==> src/rtl/shr_arbiter.sv <==
// shr_arbiter: four requesters share one logical-shift-right (zero fill) unit.
// A round-robin arbiter accepts one operation per cycle into a 2-stage pipe.
// Stage 1 captures the winner's operands. Stage 2 registers the result, which
// leaves on a single valid/ready bus tagged with the requester id.
//
// Ports:
//   Clk          clock, rising edge
//   Rst          asynchronous reset, active low
//   req[i]       request from requester i; held with stable operands until gnt[i]
//   a_in, sh_in  packed operands / shift amounts, lane i at [i*DATAWIDTH +: DATAWIDTH]
//   gnt          one-hot single-cycle grant; operands were captured on the raising edge
//   d, d_id      result and owning requester id
//   d_valid      d/d_id valid; held stable while d_ready is low
//   d_ready      consumer accepts on d_valid && d_ready
module shr_arbiter #(
  parameter int DATAWIDTH = 8,
  parameter int NREQ      = 4
) (
  input  logic                      Clk,
  input  logic                      Rst,
  input  logic [NREQ-1:0]           req,
  input  logic [NREQ*DATAWIDTH-1:0] a_in,
  input  logic [NREQ*DATAWIDTH-1:0] sh_in,
  output logic [NREQ-1:0]           gnt,
  output logic [DATAWIDTH-1:0]      d,
  output logic [1:0]                d_id,
  output logic                      d_valid,
  input  logic                      d_ready
);

  localparam int IDW = 2;

  // Lane views of the flat operand buses (identical bit layout).
  logic [NREQ-1:0][DATAWIDTH-1:0] a_vec, sh_vec;
  assign a_vec  = a_in;
  assign sh_vec = sh_in;

  logic [IDW-1:0]       last;
  logic                 s1_v;
  logic [DATAWIDTH-1:0] s1_a, s1_sh;
  logic [IDW-1:0]       s1_id;

  logic                 stall;
  logic [NREQ-1:0]      elig;
  logic [IDW-1:0]       win, idx;
  logic                 found;

  assign stall = d_valid && !d_ready;
  // A requester still looking at its grant pulse may not have dropped req
  // yet; masking it stops a double grant for the same operation.
  assign elig  = req & ~gnt;

  // Round-robin search starting just after the last winner; the 2-bit add
  // wraps, so k == NREQ revisits the last winner at lowest priority.
  always_comb begin
    win   = '0;
    idx   = '0;
    found = 1'b0;
    for (int k = 1; k <= NREQ; k++) begin
      idx = last + IDW'(k);
      if (!found && elig[idx]) begin
        win   = idx;
        found = 1'b1;
      end
    end
  end

  always_ff @(posedge Clk or negedge Rst) begin
    if (!Rst) begin
      gnt     <= '0;
      last    <= IDW'(NREQ - 1);
      s1_v    <= 1'b0;
      s1_a    <= '0;
      s1_sh   <= '0;
      s1_id   <= '0;
      d       <= '0;
      d_id    <= '0;
      d_valid <= 1'b0;
    end else if (stall) begin
      // Whole pipe and pointer freeze; pending requests wait for the release.
      gnt <= '0;
    end else begin
      if (found) begin
        gnt   <= NREQ'(1) << win;
        last  <= win;
        s1_a  <= a_vec[win];
        s1_sh <= sh_vec[win];
        s1_id <= win;
        s1_v  <= 1'b1;
      end else begin
        gnt  <= '0;
        s1_v <= 1'b0;
      end
      d_valid <= s1_v;
      if (s1_v) begin
        // Shift amounts >= DATAWIDTH shift everything out: result is zero.
        d    <= s1_a >> s1_sh;
        d_id <= s1_id;
      end
    end
  end

endmodule

==> config.mk <==
export PLATFORM = sky130hd
export DESIGN_NAME = shr_arbiter
export DESIGN_NICKNAME = d
export VERILOG_FILES = /design/src/rtl/shr_arbiter.sv
export SDC_FILE = /design/constraint.sdc
export NUM_CORES = 1
export LEC_CHECK = 0
export ABC_AREA = 1
export BUFFER_PORTS_ARGS = -buffer_cell sky130_fd_sc_hd__buf_2
export CAP_MARGIN = 40
export CORE_ASPECT_RATIO = 1.25
export CORE_MARGIN = 2
export CORE_UTILIZATION = 45
export CTS_CLUSTER_SIZE = 25
export DETAILED_ROUTE_END_ITERATION = 12
export PLACE_DENSITY_LB_ADDON = 0.1
export REMOVE_ABC_BUFFERS = 1
export SYNTH_ARGS = -nofsm -noshare
export SYNTH_HDL_FRONTEND = slang
export SYNTH_SLANG_ARGS = --single-unit
==> constraint.sdc <==
create_clock -name Clk -period 2.2 [get_ports Clk]
set_input_delay 0 -clock Clk [delete_from_list [all_inputs] [get_ports Clk]]
set_output_delay 0 -clock Clk [all_outputs]
set_load 0.03 [all_outputs]
==> run metrics <==
result of the run finished with violations; failing checks negative setup slack; HP Start d_ready; post-detailed-routing wire length 8.87 mm; source-to-sink clock delay at the later pin of the worst-skew pair 0.29 ns; type of the setup path with the least slack flip-flop to flip-flop; post-layout utilization of the core 64.3%; global placement routability congestion 0.840; total global routing track utilization 21.3%; antenna violations before repair 0; synthesis-to-finish area growth 39.9%; synth warn 0; Die Y-Extent 92.2 um; count of antenna-violating nets left after detailed routing 0; Starting Density 46.0%; post-synth cell types 32; count of endpoints failing setup in the final report 2; kind of end point of the critical path flip-flop; post-synthesis compound-gate area fraction 6.22%; TritonCTS clock tree yes; Netlist Area Pre-Place 0.00280 mm^2; length of the first detailed-routing pass in iterations 5; post-synthesis cell type with the largest combined area dfrtp_1; total instance count after detailed placement 588; layout cells sized above 1 31.1%; top cells by area in the synthesized netlist dfrtp_1 (30%), nand2_1 (20%), inv_1 (11%), nand3_1 (8.8%), nand4_1 (7.4%); crit share post-route 100%; worst flop-to-flop path startpoint last[0]; endpoint of the worst hold-timing path s1_v; Boundary Pins 86; Core Region 0.00609 mm^2; Register-to-Register Setup Slack -0.009 ns; number of inserted diodes 0; share of the synthesized area in the top cell type 30.4%; Mapped Cells 433; DRC Markers 0; CTS H-Tree Depth 2; DR WL/cell 14.2 um; Reg2Reg Depth 13; number of clock buffers inserted by TritonCTS 5; count of cells along the worst hold path 4; grt ovf 0; worst relative slew slack 46.1%; data arrival time of the critical path 2.39 ns; count of fill cells added during filler insertion 580; post-route insts no fill 625; Mean Syn Cell Area 6.46 um^2; FF-to-FF End s1_a[1]; combinational family with the most area after synthesis simple AND/OR/NAND/NOR gates; final critical delay including setup and external delays 2.21 ns; setup TNS after final layout -0.0133 ns; number of buffers between clock root and the deepest sink 2; maximum number of pins on one net before global-route repair 37; post-synthesis share of cell area spent on xor and xnor gates 0%; multiplexer fraction of the synthesized cell area 0%; first-pass GRT wire length 11.7 mm; initial detailed-routing violation count 187; vias post-DR 3,225; sequential-to-total area share from yosys stat 32.3%; Tightest Hold Check Type primary input to flip-flop; half-perimeter wire length of the detailed placement result 4.80 mm; via/cell ratio 5.16; area of the die 0.00687 mm^2; Sinks on Clock Net 36; Fin Clk Skew 0.00866 ns; setup repair after global routing missed its margin yes; clock transition at the registers of the reported paths 0.08 ns; count of standard-cell rows 32; worst slew pin tran 0.809 ns; Final Hold Viols 0; number of global-route vias before repair 2,655; Post-Synth Adder-Cell Area 0%; post-route worst setup slack -0.00925 ns; maximum fanout along the worst path 16; simple-gate share of the synthesized area 45.1%; crit start category flip-flop; clock tree root buffer cell clkbuf_8; final net count 610; Final Max Slew Viols 0; Port-buffer cells 85; Achievable Freq 453 MHz; die span in x 74.5 um; most frequent cells in the layout nand2_1 (137), buf_2 (85), inv_1 (82), nand3_1 (43), dfrtp_1 (34); Worst Path Required 2.38 ns; flip-flop and latch count after synthesis 36; most common cell after layout, fill and taps aside nand2_1; total of max-cap violations 0
## cell families after synthesis
family,Yosys count
compound gates,30
buf+inv,108
flops,36
simple gates,259
## metrics by stage
step | hold WS, ns | worst slack (ns) | cell area, um^2
finish | 0.0728 | -0.00925 | 3910
global route | 0.0949 | -0.140 | 3910
CTS | 0.0585 | 0.0262 | 3420
detailed placement | 0.135 | -0.0472 | 3310
global placement | 0.130 | 0.0302 | 3310
floorplan | -0.296 | -0.157 | 2680
## synthesized netlist by cell type
cell type / instances
a21oi_1: 4
a22o_1: 1
a31oi_1: 1
buf_2: 8
buf_4: 2
buf_6: 4
clkbuf_1: 6
clkinv_1: 1
dfrtp_1: 34
dfstp_2: 2
inv_1: 82
inv_2: 4
inv_6: 1
nand2_1: 147
nand2_2: 6
nand2_4: 1
nand3_1: 49
nand3_2: 2
nand3_4: 2
nand3b_4: 1
nand4_1: 33
nand4_2: 1
nand4_4: 1
nor2_1: 10
nor2_2: 2
nor2_8: 2
nor3_1: 1
o21ai_0: 16
o21ai_1: 5
o21ai_4: 1
o221ai_1: 2
or2_1: 1
## final cells by class
cell class / count / area, um^2 / area share [%]
Clock buffer: 5 / 68.8 / 1.76
Tap cell: 85 / 106 / 2.72
Sequential cell: 36 / 903 / 23.1
Clock inverter: 3 / 18.8 / 0.480
Inverter: 88 / 338 / 8.63
Multi-Input combinational cell: 297 / 1680 / 42.9
Timing Repair Buffer: 111 / 798 / 20.4
## state kept, by name, summed over array words and instances, names as in the netlist
signal,cells
s1_a,8
s1_id,2
last,2
gnt,4
s1_sh,8
d_valid,1
s1_v,1
d_id,2
d,8
## timing repair
item,in CTS,in global routing
hold buffers,1,0
endpoints found under the setup margin,18,24
hold endpoints to repair,34,0
gates resized for setup,1,34
pin swaps,1,14
setup buffers,0,15
gates cloned,1,12
## critical path: stages, from the launching register on
cell       delay, ns
dfstp_2         0.60
buf_4           0.14
nand3_1         0.15
nand3_1         0.12
nand2_1         0.13
nand2_1         0.12
nand2_2         0.10
nand2_4         0.16
clkbuf_16       0.20
nand4_1         0.09
nand3_1         0.08
nand2_1         0.07
nand2_1         0.06
nand2_1         0.06
## layer usage
layer / GRT usage [%] / wire (um) / up-vias
li1: - / - / 1594
met5: 0 / 0 / -
met3: 3.63 / 613 / 10
met1: 27.0 / 3550 / 1481
met2: 36.8 / 4640 / 140
met4: 5.21 / 72 / 0
## worst max-delay path by stage
stage / startpoint / end / slack, ns / depth (start not counted)
finish: last[0] / s1_a[1] / -0.009 / 13
global route: last[0] / s1_a[1] / -0.14 / 14
CTS: last[0] / s1_a[0] / 0.03 / 13
detailed placement: last[0] / gnt[0] / -0.05 / 9
global placement: last[0] / s1_sh[0] / 0.03 / 13
floorplan: last[0] / s1_a[0] / -0.16 / 13
Power is left out: the tool's default activity adds up to more than one toggle a clock period on the data nets, which glitch-free logic cannot reach.
